File: src/rtl/instr_fetch.sv
// Program sequencer: loadable 16-word program store feeding decode over valid/ready.
// Optional INSTR_FETCH_LOOP_EN: PC wraps past the last word instead of halting.
module instr_fetch #(
  parameter int DEPTH  = 16,
  parameter int ADDR_W = 4
) (
  input  logic              clk,
  input  logic              rst_n,
  input  logic              load_en,
  input  logic [ADDR_W-1:0] load_addr,
  input  logic [15:0]       load_data,
  input  logic              start,
  input  logic              stop,
  input  logic              instr_ready,
  output logic [15:0]       instruction,
  output logic              instr_valid,
  output logic [ADDR_W-1:0] pc,
  output logic              busy,
  output logic              halted
);

  typedef enum logic [1:0] {IDLE, FETCH, ISSUE, HALT} state_t;

`ifdef INSTR_FETCH_LOOP_EN
  localparam bit LOOP_EN = 1'b1;
`else
  localparam bit LOOP_EN = 1'b0;
`endif

  state_t            state;
  logic [15:0]       mem [DEPTH];
  logic [ADDR_W-1:0] pc_nxt;
  logic [15:0]       cur_word, nxt_word;
  logic              cur_halt, nxt_halt, end_of_mem, load_ok, handshake;

  assign pc_nxt     = pc + ADDR_W'(1);
  assign cur_word   = mem[pc];
  assign nxt_word   = mem[pc_nxt];
  assign cur_halt   = &cur_word[15:12];
  assign nxt_halt   = &nxt_word[15:12];
  assign end_of_mem = (pc == ADDR_W'(DEPTH-1)) && !LOOP_EN;
  assign load_ok    = (state == IDLE) || (state == HALT);
  assign handshake  = instr_valid && instr_ready;

  assign busy   = (state == FETCH) || (state == ISSUE);
  assign halted = (state == HALT);

  // Program store is deliberately outside reset so a reset mid-run keeps the program.
  always_ff @(posedge clk) begin
    if (load_en && load_ok) mem[load_addr] <= load_data;
  end

  always_ff @(posedge clk) begin
    if (!rst_n) begin
      state       <= IDLE;
      instruction <= '0;
      instr_valid <= 1'b0;
      pc          <= '0;
    end else begin
      case (state)
        IDLE, HALT: begin
          if (start) begin
            pc    <= '0;
            state <= FETCH;
          end
        end
        FETCH: begin
          if (stop) begin
            instr_valid <= 1'b0;
            state       <= IDLE;
          end else if (cur_halt) begin
            instr_valid <= 1'b0;
            state       <= HALT;
          end else begin
            instruction <= cur_word;
            instr_valid <= 1'b1;
            state       <= ISSUE;
          end
        end
        ISSUE: begin
          if (stop) begin
            // A coincident handshake is consumed, but pc stays on it.
            instr_valid <= 1'b0;
            state       <= IDLE;
          end else if (handshake) begin
            if (end_of_mem) begin
              instr_valid <= 1'b0;
              state       <= HALT;
            end else begin
              pc <= pc_nxt;
              if (nxt_halt) begin
                instr_valid <= 1'b0;
                state       <= HALT;
              end else begin
                instruction <= nxt_word;
              end
            end
          end
        end
        default: state <= IDLE;
      endcase
    end
  end

endmodule

File: config.mk
export PLATFORM = sky130hd
export DESIGN_NAME = instr_fetch
export DESIGN_NICKNAME = d
export VERILOG_FILES = /design/src/rtl/instr_fetch.sv
export SDC_FILE = /design/constraint.sdc
export NUM_CORES = 1
export LEC_CHECK = 0
export CORE_MARGIN = 5
export CORE_UTILIZATION = 65
export CTS_BUF_LIST = sky130_fd_sc_hd__clkbuf_16
export DETAILED_ROUTE_END_ITERATION = 10
export HOLD_SLACK_MARGIN = 0.15
export PLACE_DENSITY_LB_ADDON = 0.12
export SLEW_MARGIN = 10
export SYNTH_ARGS = -nofsm -noshare
export SYNTH_HDL_FRONTEND = slang
export SYNTH_SLANG_ARGS = --single-unit
File: constraint.sdc
create_clock -name clk -period 5.75 [get_ports clk]
set_input_delay 1.4375 -clock clk [delete_from_list [all_inputs] [get_ports clk]]
set_output_delay 1.4375 -clock clk [all_outputs]
set_load 0.02 [all_outputs]
==> flow_summary_export.csv <==
group,metric,value,unit
outcome,outcome,"finished, final reports clean",
global_routing,grt_pass1_wl,48800,um
sta,tns,0,ns
worst_setup_path,rr_worst_depth,8,
clock_tree,cts_made_buffers,28,
floorplanning,ios,49,
synth,syn-num-nets,726,
synth,yosysWarnings,0,
final_layout,diodes,0,
worst_setup_path,startpoint,"pc[0]",
final_layout,syn2layout_area_growth,14.2,%
floorplanning,die_area,23000,um^2
worst_setup_path,reg2reg_from,"pc[0]",
power_and_ir_drop,p_leak,4.61,nW
worst_setup_path,slowest_stage,"ha_2",
sta,tightest_slew,1.14,ns
clock_tree,cts_resized,0,
floorplanning,core-area,19700,um^2
clock_tree,clkLatencyLatePin,0.54,ns
clock_tree,root_buffer,"clkbuf_16",
global_routing,grtUsageTotal,0.295,
route,antenna_left,0,
synth,ys.flop_type,"edfxtp_1",
final_layout,regArea,8240,um^2
sta,clock.fmax,243,MHz
route,vias,7609,
global_routing,grt_pass1_vias,7859,
synth,ys_async_sr_fraction,0,
global_routing,gr-total-overflow,0,
power_and_ir_drop,pwr-share-comb,0.055,
worst_setup_path,reg2reg_to,"instruction[10]",
sta,slew_headroom,0.241,
worst_setup_path,cp-end-kind,"flip-flop",
clock_tree,h-tree-depth,1,
power_and_ir_drop,p_clk_frac,0.436,
worst_setup_path,crit_type,"reg -> reg",
final_layout,multi_input_area,4670,um^2
clock_tree,hold_buffers,0,
clock_tree,cts_tree,"built",
power_and_ir_drop,internal_power,0.00361,W
placed_design,place.gp.congestion,0.900,
synth,syn-cell-area,13100,um^2
final_layout,fillers,1108,
floorplanning,rows,51,
global_routing,grt_max_degree,50,
global_routing,antenna_found_initial,3,
sta,slew_violations,0,
synth,synth_edf_count,256,
placed_design,place_ws,1.61,ns
clock_tree,clockBufferDepth,3,
worst_setup_path,worstPathRequired,6.21,ns
flow_run,cap_violations,0,
power_and_ir_drop,seqPwrFrac,0.509,
placed_design,dpl_cell_area,13900,um^2
worst_setup_path,arrival,4.58,ns
route,drtPass1Iterations,5,
clock_tree,path_clk_slew,0.07,ns
final_layout,layout.nets,782,
worst_setup_path,cp-endpoint,"instruction[10]",
floorplanning,initial_core_util,0.665,
power_and_ir_drop,swShare,0.204,
synth,synth-seq-cells,283,
synth,synth_cells,696,
placed_design,dp_hpwl,19100,um
sta,rsz0062_at_grt,"no",
worst_hold_path,hp-class,"reg -> reg",
floorplanning,dieWidth,152,um
placed_design,portBuffers,48,
sta,setup_viol,0,
worst_setup_path,max_stage_delay,0.73,ns
route,viasPerCell,7.32,
sta,fin_ws,1.63,ns
sta,hold_violations,0,
clock_tree,cts_num_sinks,283,
route,post-route-drc-count,0,
synth,yosysSeqAreaShare,0.630,
worst_setup_path,crit_path_cell_trace,"ha_2, buf_4, mux4_2, nor2_1, a31oi_1, or4_4, o21ai_4, mux2i_1",
clock_tree,postCtsSetupRepairBufs,0,
final_layout,design_area,14900,um^2
worst_setup_path,r2r_slack,1.63,ns
synth,synth_area_per_cell,18.8,um^2
power_and_ir_drop,worst_ir_drop_vdd,0.000372,V
final_layout,layout-drive-gt1-share,0.317,
power_and_ir_drop,switchingPower,0.000923,W
power_and_ir_drop,power-per-cell-area,303,nW/um^2
route,drtIter0Drc,839,
synth,ys_types,43,
route,avgRoutedWirePerCell,31.1,um
sta,fin_crit_sh,0.716,
worst_setup_path,worst-path-max-fanout,34,
sta,period_needed,4.12,ns
floorplanning,die_y,152,um
worst_setup_path,cp-start-kind,"flip-flop",
sta,clock_skew,0.00903,ns
route,detail_route.wirelength,32400,um
cell usage after synthesis (2+ instances only):
library cell,instances,share of area
nand2b_1,5,0.0024
a22oi_1,4,0.0023
inv_1,5,0.0014
or2_2,12,0.0057
edfxtp_1,256,0.59
dfxtp_1,27,0.041
nor3_1,4,0.0015
mux4_2,140,0.24
nor2b_1,5,0.0024
buf_1,10,0.0029
a21boi_0,4,0.0023
nor2_1,23,0.0066
ha_1,4,0.0038
o211ai_1,16,0.0092
a31oi_1,5,0.0024
nand2_1,48,0.014
and2_1,2,0.00096
nand4b_1,2,0.0013
mux2i_1,41,0.031
nand3_1,20,0.0077
buf_4,3,0.0017
a21oi_1,4,0.0015
buf_2,7,0.0027
clkbuf_1,25,0.0072
xnor2_1,2,0.0013
a221oi_1,4,0.0027
o21ai_0,2,0.00077
placed cells by master (no fill, tap or decap), types with 7 or more instances in the layout:
cell,netlist,final
nand3_1,20,20
clkdlybuf4s50_1,0,48
or2_2,12,12
edfxtp_1,256,256
inv_1,5,7
dfxtp_1,27,24
mux4_2,140,140
nor2_2,0,12
nor2_1,23,11
nand2_1,48,48
buf_4,3,25
clkinv_1,0,7
mux2i_1,41,41
clkbuf_16,0,29
o211ai_1,16,16
bufinv_16,0,7
area by class of cell:
cell class,instances,area share
Clock buffer,29,0.0486
Clock inverter,23,0.0189
Inverter,5,0.00126
Multi-Input combinational cell,361,0.313
Sequential cell,283,0.552
Tap cell,265,0.0222
Timing Repair Buffer,73,0.0448
registers in the layout, summed over array words and instances, names as in the netlist, named ones only:
signal and count:
instr_valid 1, instruction 16, mem 256, pc 4
state 2
critical path, delay by kind of cell (launching register included):
family | cells | cell delay [ns]
flops | 1 | 0.71
fa+ha+maj | 1 | 0.73
mux | 2 | 0.67
compound gates | 2 | 0.65
simple gates | 2 | 0.67
buf+inv | 1 | 0.58
kinds of logic (layout without fill, tap and decap cells):
family                   Yosys count  count (layout)  synth area share
flip-flops                       283             283             0.630
XOR/XNOR                           4               4           0.00412
AND/OR/NAND/NOR                  126             126            0.0454
AO/OA/AOI/OAI                     46              46            0.0264
multiplexers                     181             181             0.273
adder cells (fa/ha/maj)            4               4           0.00383
buffers and inverters             52             130            0.0179
power groups by stage:
stage	Clock [W]	Combinational [W]	Sequential, W
after detailed placement	0	0.000247	0.00235
after floorplan	0	0.000121	0.00235
after global placement	0	0.000239	0.00234
after global routing	0.00210	0.000266	0.00231
after CTS	0.00199	0.000249	0.00231
final	0.00197	0.000251	0.00231
per-stage QoR:
stage                     total power, W  utilization  hold slack, ns  cells
after floorplan                  0.00248            -           0.469    696
after global placement           0.00258        0.708           0.447    987
after detailed placement         0.00260        0.708           0.458    987
after CTS                        0.00455        0.760           0.468   1039
after global routing             0.00467        0.760           0.485   1039
final                            0.00453        0.760           0.462   1039
layer usage:
metal | GRT usage | vias up | share of wire
met5 | 0 | - | 0.0019
met4 | 0.0863 | 8 | 0.024
met3 | 0.0860 | 79 | 0.13
met2 | 0.446 | 598 | 0.47
met1 | 0.428 | 3879 | 0.37
li1 | - | 3045 | -
worst min-delay path by stage:
| stage | cells past startpoint | end | from |
|---|---|---|---|
| after CTS | 2 | instruction[8] | instruction[8] |
| after global placement | 2 | instruction[8] | instruction[8] |
| final | 2 | instruction[8] | instruction[8] |
| after global routing | 2 | instruction[9] | instruction[9] |
| after detailed placement | 2 | instruction[1] | instruction[1] |
| after floorplan | 2 | state[1] | state[1] |
(Power assumes the default switching activity.)
